$ cat config.mk
export PLATFORM = sky130hd
export DESIGN_NAME = pipeline_hazard_ctrl
export DESIGN_NICKNAME = d
export VERILOG_FILES = /design/src/rtl/pipeline_hazard_ctrl.sv
export SDC_FILE = /design/constraint.sdc
export NUM_CORES = 1
export LEC_CHECK = 0
export CELL_PAD_IN_SITES_DETAIL_PLACEMENT = 1
export CELL_PAD_IN_SITES_GLOBAL_PLACEMENT = 2
export CORE_ASPECT_RATIO = 0.7
export CORE_MARGIN = 4
export CORE_UTILIZATION = 16
export DETAILED_ROUTE_END_ITERATION = 7
export PLACE_DENSITY_LB_ADDON = 0.25
export SLEW_MARGIN = 0
export SYNTH_ARGS = -nofsm -noshare
export SYNTH_HDL_FRONTEND = slang
export SYNTH_SLANG_ARGS = --single-unit
$ cat constraint.sdc
create_clock -name clk -period 3.55 [get_ports clk]
set_clock_uncertainty 0.05 [all_clocks]
set_input_delay 0.355 -clock clk [delete_from_list [all_inputs] [get_ports clk]]
set_output_delay 0.355 -clock clk [all_outputs]
set_load 0.05 [all_outputs]
$ cat src/rtl/pipeline_hazard_ctrl.sv
// ---------------------------------------------------------------------------
// pipeline_hazard_ctrl
//   Hazard and sequencing controller for a 5-stage MIPS pipeline
//   (IF/ID/EX/MEM/WB). It drives the forwarding selects, load-use stalls,
//   branch/jump flushes and the PC-source select. It also runs the syscall
//   drain/halt state machine. The datapath latches follow its outputs.
//
//   Optional feature macro: HAZARD_PERF_EN
//     defined     : stall_cnt / flush_cnt are saturating perf counters
//     not defined : both counters are tied to zero and have no flops
//
// Ports
//   clk, reset                      rising-edge clock, sync active-high reset
//   ifid_rs/rt, ifid_use_rs/rt      source operands of the instruction in ID
//   id_jump, id_syscall             J/JAL or SYSCALL decoded in ID
//   idex_rs/rt/rd, idex_is_load     operands/destination of the instr in EX
//   ex_branch_tkn                   BNE/JR resolved taken in EX
//   exmem_rd/we, memwb_rd/we        writeback targets of the older instrs
//   resume                          leave HALTED
//   fwd_a, fwd_b                    00 regfile, 01 EX/MEM, 10 MEM/WB
//   stall_if, stall_id              hold PC / hold IF/ID
//   flush_ifid, flush_idex          load a NOP into IF/ID / ID/EX
//   pc_sel                          00 PC+1, 01 jump target, 10 branch/JR target
//   halted                          registered; pipeline stopped
//   stall_cnt, flush_cnt            load-use stall cycles / redirect events
//
// State table
//   RUN    | normal issue; hazards resolved combinationally
//   DRAIN  | syscall seen; fetch held while older instructions retire
//   HALTED | pipeline stopped until resume
// ---------------------------------------------------------------------------
module pipeline_hazard_ctrl #(
  parameter int REG_AW       = 5,
  parameter int DRAIN_CYCLES = 4,
  parameter int CNT_W        = 16
) (
  input  logic              clk,
  input  logic              reset,
  input  logic [REG_AW-1:0] ifid_rs,
  input  logic [REG_AW-1:0] ifid_rt,
  input  logic              ifid_use_rs,
  input  logic              ifid_use_rt,
  input  logic              id_jump,
  input  logic              id_syscall,
  input  logic [REG_AW-1:0] idex_rs,
  input  logic [REG_AW-1:0] idex_rt,
  input  logic [REG_AW-1:0] idex_rd,
  input  logic              idex_is_load,
  input  logic              ex_branch_tkn,
  input  logic [REG_AW-1:0] exmem_rd,
  input  logic              exmem_we,
  input  logic [REG_AW-1:0] memwb_rd,
  input  logic              memwb_we,
  input  logic              resume,
  output logic [1:0]        fwd_a,
  output logic [1:0]        fwd_b,
  output logic              stall_if,
  output logic              stall_id,
  output logic              flush_ifid,
  output logic              flush_idex,
  output logic [1:0]        pc_sel,
  output logic              halted,
  output logic [CNT_W-1:0]  stall_cnt,
  output logic [CNT_W-1:0]  flush_cnt
);

  // drain_cnt needs at least one bit even when DRAIN_CYCLES == 1
  localparam int DW = (DRAIN_CYCLES > 1) ? $clog2(DRAIN_CYCLES) : 1;
  localparam logic [DW-1:0] DRAIN_LAST = DW'(DRAIN_CYCLES - 1);

  localparam logic [1:0] FWD_RF    = 2'b00;
  localparam logic [1:0] FWD_EXMEM = 2'b01;
  localparam logic [1:0] FWD_MEMWB = 2'b10;

  localparam logic [1:0] PC_SEQ    = 2'b00;
  localparam logic [1:0] PC_JUMP   = 2'b01;
  localparam logic [1:0] PC_BRANCH = 2'b10;

  typedef enum logic [1:0] {
    S_RUN    = 2'b00,
    S_DRAIN  = 2'b01,
    S_HALTED = 2'b10
  } state_t;

  state_t          state, state_nxt;
  logic [DW-1:0]   drain_cnt, drain_cnt_nxt;
  logic            halted_nxt;
  logic            load_use;

  // ---------------------------------------------------------------------
  // Forwarding: active in every state. EX/MEM holds the younger result so
  // it wins over MEM/WB; $0 is hardwired and never forwarded.
  // ---------------------------------------------------------------------
  always_comb begin
    fwd_a = FWD_RF;
    if (exmem_we && (exmem_rd != '0) && (exmem_rd == idex_rs))
      fwd_a = FWD_EXMEM;
    else if (memwb_we && (memwb_rd != '0) && (memwb_rd == idex_rs))
      fwd_a = FWD_MEMWB;
  end

  always_comb begin
    fwd_b = FWD_RF;
    if (exmem_we && (exmem_rd != '0) && (exmem_rd == idex_rt))
      fwd_b = FWD_EXMEM;
    else if (memwb_we && (memwb_rd != '0) && (memwb_rd == idex_rt))
      fwd_b = FWD_MEMWB;
  end

  // A load in EX whose destination is read by the instruction in ID. Once
  // the bubble is inserted the load moves to MEM and this drops by itself.
  assign load_use = idex_is_load && (idex_rd != '0) &&
                    ((ifid_use_rs && (idex_rd == ifid_rs)) ||
                     (ifid_use_rt && (idex_rd == ifid_rt)));

  // ---------------------------------------------------------------------
  // State register
  // ---------------------------------------------------------------------
  always_ff @(posedge clk) begin
    if (reset) begin
      state     <= S_RUN;
      drain_cnt <= '0;
      halted    <= 1'b0;
    end else begin
      state     <= state_nxt;
      drain_cnt <= drain_cnt_nxt;
      halted    <= halted_nxt;
    end
  end

  // ---------------------------------------------------------------------
  // Next state and pipeline controls
  // ---------------------------------------------------------------------
  always_comb begin
    state_nxt     = state;
    drain_cnt_nxt = drain_cnt;
    halted_nxt    = halted;
    stall_if      = 1'b0;
    stall_id      = 1'b0;
    flush_ifid    = 1'b0;
    flush_idex    = 1'b0;
    pc_sel        = PC_SEQ;

    case (state)
      S_RUN: begin
        halted_nxt = 1'b0;
        if (ex_branch_tkn) begin
          // Taken branch squashes everything younger, including a
          // syscall sitting in ID.
          pc_sel     = PC_BRANCH;
          flush_ifid = 1'b1;
          flush_idex = 1'b1;
        end else if (load_use) begin
          stall_if   = 1'b1;
          stall_id   = 1'b1;
          flush_idex = 1'b1;
        end else if (id_jump) begin
          pc_sel     = PC_JUMP;
          flush_ifid = 1'b1;
        end else if (id_syscall) begin
          // Hold fetch from the decode cycle onward so nothing younger
          // than the syscall enters the pipe.
          stall_if      = 1'b1;
          flush_ifid    = 1'b1;
          state_nxt     = S_DRAIN;
          drain_cnt_nxt = DRAIN_LAST;
        end
      end

      S_DRAIN: begin
        if (ex_branch_tkn) begin
          // An older branch resolved taken: the syscall was on the wrong
          // path, so abandon the drain and redirect.
          pc_sel        = PC_BRANCH;
          flush_ifid    = 1'b1;
          flush_idex    = 1'b1;
          state_nxt     = S_RUN;
          drain_cnt_nxt = '0;
          halted_nxt    = 1'b0;
        end else begin
          stall_if   = 1'b1;
          flush_ifid = 1'b1;
          if (drain_cnt == '0) begin
            state_nxt  = S_HALTED;
            halted_nxt = 1'b1;
          end else begin
            drain_cnt_nxt = drain_cnt - DW'(1);
          end
        end
      end

      S_HALTED: begin
        stall_if = 1'b1;
        stall_id = 1'b1;
        if (resume) begin
          state_nxt  = S_RUN;
          halted_nxt = 1'b0;
        end
      end

      default: begin
        state_nxt     = S_RUN;
        drain_cnt_nxt = '0;
        halted_nxt    = 1'b0;
      end
    endcase
  end

  // ---------------------------------------------------------------------
  // Performance counters
  // ---------------------------------------------------------------------
`ifdef HAZARD_PERF_EN
  logic stall_evt;
  logic flush_evt;

  // A load-use bubble only counts when no taken branch overrides it.
  assign stall_evt = (state == S_RUN) && load_use && !ex_branch_tkn;
  // Every branch or jump redirect shows up as a non-sequential pc_sel.
  assign flush_evt = (pc_sel != PC_SEQ);

  always_ff @(posedge clk) begin
    if (reset) begin
      stall_cnt <= '0;
      flush_cnt <= '0;
    end else begin
      if (stall_evt && (stall_cnt != '1))
        stall_cnt <= stall_cnt + CNT_W'(1);
      if (flush_evt && (flush_cnt != '1))
        flush_cnt <= flush_cnt + CNT_W'(1);
    end
  end
`else
  assign stall_cnt = '0;
  assign flush_cnt = '0;
`endif

endmodule

==> flow_metrics.tcl <==
set metrics [dict create \
    drive_gt1_frac 0.09043 \
    crit_fanout 3 \
    p_per_area_nw_per_um2 249.9 \
    r2r_start "state[0]$_SDFFE_PP0P_" \
    syn2layout_area_growth_pct 57.02 \
    hpwlAfterDp_um 3231 \
    clockBufferDepth 2 \
    grt_max_degree 15 \
    p_leak_nw 0.6181 \
    clk_pin_slew_ns 0.03 \
    cp_slowest_cell "clkdlybuf4s50_1" \
    max_freq_mhz 311.1 \
    drt-initial-drc-count 57 \
    crit_required_ns 3.14 \
    switchingPower_w 0.0001750 \
    hold_path_class "flop to flop" \
    endpoint_kind "output port" \
    async_reset_ff_frac 0 \
    cts_sinks 5 \
    insertedDiodeCount 0 \
    final_cells 263 \
    vias 1013 \
    cts_root_buffer "clkbuf_8" \
    finalWirelength_um 3488 \
    p_clk_frac 0.262 \
    final-setup-viol-count 0 \
    yosys.area.top_type "buf_4" \
    synth.distinct_cells 35 \
    hold_buffers 0 \
    grt_setup_unrepaired "no" \
    switching_share 0.4428 \
    crit_arrival_ns 2.81 \
    syn_area_per_cell_um2 7.808 \
    final.min_clock_period_ns 3.215 \
    hp-start "halted$_SDFFE_PP0P_" \
    wl_per_cell_um 13.26 \
    placed_cells 259 \
    drtAntennaViolNets 0 \
    worst_slew_pin_slew_ns 0.5289 \
    placementRows 23 \
    ios 89 \
    cp_cell_sequence "clkdlybuf4s50_1 -> or4_1 -> o21ai_1 -> or4_1 -> nor4_2 -> clkdlybuf4s50_1" \
    relSlewSlack 0.6463 \
    die_area_um2 7649 \
    critical_path.startpoint_type "primary input" \
    crit_start "memwb_rd[3]" \
    netlist_area_um2 1007 \
    slew_violations 0 \
    post-route-period-util 0.9056 \
    synth-edff-count 0 \
    port-buffer-count 56 \
    p_int_w 0.0002202 \
    cts_tree "built" \
    critPathMaxStageDelay_ns 0.85 \
    cts_made_buffers 3 \
    die_y_um 74.38 \
    grt_pass1_wl_um 5354 \
    die_w_um 102.8 \
    max-cap-violations 0 \
    pwr-share-comb 0.582 \
    core_area_um2 5899 \
    post_cts_buffers 0 \
    drc_errors 0 \
    grtUsageTotal 0.08895 \
    peakVddDrop_v 0.00008076 \
    ys.flop_type "dfxtp_1" \
    synth.area.top_cells "buf_4 (24%), xnor2_1 (14%), xor2_1 (12%), dfxtp_1 (9.9%), nand2_1 (2.6%)" \
    cts.repair.resized 0 \
    finalPower_w 0.0003952 \
    hold_slack_ns 0.4033 \
    first_global_vias 1063 \
    syn_inst 129 \
    seq_area_frac_synth 0.09938 \
    critical-path-top-delay-family "buffers and inverters" \
    hold_viol 0 \
    initial_core_util 0.1707 \
    pwr-share-seq 0.156 \
    yosysTopAreaCellShare 0.2385 \
    synth_seq_cells 5 \
    clk_latency_ns 0.22 \
    gp_congestion 0.8752 \
    overflow 0 \
    antenna_found_initial 0 \
    setup_tns_ns 0 \
    dr.pass1.iters 4 \
    nFillCells 714 \
    outcome "finished clean" \
    viasPerCell 3.852 \
    htreeDepth 1 \
    layout.nets 236 \
    yosysWarningCount 0 \
    critical_path.n_buffers_inverters 2 \
    path_class "primary input to output port" \
]
-- sequential cells by signal (all words and copies together) (netlist names) --
signal and count:
state 2, drain_cnt 2, halted 1
-- routing by layer --
metal | global-route usage | vias to the layer above | share of wire
met5 | 0 | - | 0
met4 | 0.01293 | 0 | 0.0054
met3 | 0.01500 | 2 | 0.069
met2 | 0.1609 | 47 | 0.50
met1 | 0.1140 | 461 | 0.43
li1 | - | 503 | -
-- logic make-up (layout without fill, tap and decap cells) --
logic type,after synthesis,after routing,synth area share
and+or+nand+nor,35,35,0.2161
adders and majority gates,1,1,0.01242
xor gates and xnor gates,30,30,0.2609
buffers and inverters,36,64,0.2534
DFF,5,5,0.09938
AOI/OAI and AO/OA,21,21,0.1540
other,1,32,0.003723
-- metrics by stage --
stage | util | instance area, um^2 | setup WS [ns]
CTS | 0.2681 | 1582 | 0.3239
detailed placement | 0.2604 | 1536 | 0.3385
floorplan | - | 1124 | 0.4255
global placement | 0.2604 | 1536 | 0.3498
finish | 0.2681 | 1582 | 0.3351
global route | 0.2681 | 1582 | 0.2555
-- power groups by stage --
stage	clock (W)	sequential, W	combinational, W
3_3_place_gp	0	0.0000624	0.000227
4_1_cts	0.000109	0.0000616	0.000230
2_1_floorplan	0	0.0000616	0.000170
5_1_grt	0.000113	0.0000619	0.000244
6_report	0.000104	0.0000616	0.000230
3_5_place_dp	0	0.0000625	0.000230
-- cell usage after synthesis (all sizes together) (2+ instances only) --
master  number
buf         32
xnor2       16
xor2        14
nand2        7
nor4         6
dfxtp        5
o21ai        5
or4          5
a21oi        4
inv          3
nand3        3
nor2         3
or2          3
a31o         2
nand2b       2
nand4        2
nor3         2
o21a         2
-- worst register-to-register path, delay by kind of cell, from the launching register on --
kind	cells	cell delay, ns
AO/OA/AOI/OAI	2	0.32
flip-flops	1	0.57
AND/OR/NAND/NOR	2	0.48
-- final timing paths --
kind / endpoint / slack, ns / depth (start not counted)
setup / recovery: fwd_b[1] / 0.34 / 6
hold / removal: halted$_SDFFE_PP0P_ / 0.40 / 2
hold reg to reg: halted$_SDFFE_PP0P_ / 0.40 / 2
setup reg to reg: drain_cnt[1]$_SDFFE_PP0P_ / 2.08 / 4
-- final cells by class --
cell class                 count  area (um^2)  area share
inverter                       3        11.26    0.007120
clock buffer                   4        45.04     0.02848
timing repair buffer          57        563.0      0.3560
tap                           75        93.84     0.05934
sequential                     5        100.1     0.06329
multi-input combinational    119        768.2      0.4858
-- placed cells by master (no fill, tap or decap), types with 2 or more instances in the layout --
master,count
a21oi_1,4
a31o_2,2
buf_4,3
clkbuf_8,3
clkdlybuf4s50_1,54
conb_1,32
dfxtp_1,5
inv_1,3
nand2_1,7
nand2b_1,2
nand3_1,3
nand4_1,2
nor2_1,3
nor3_1,2
nor4_1,4
nor4_2,2
o21a_1,2
o21ai_0,3
or2_2,3
or4_1,3
or4_4,2
xnor2_1,16
xor2_1,14
Power figures use the tool's default switching activity.
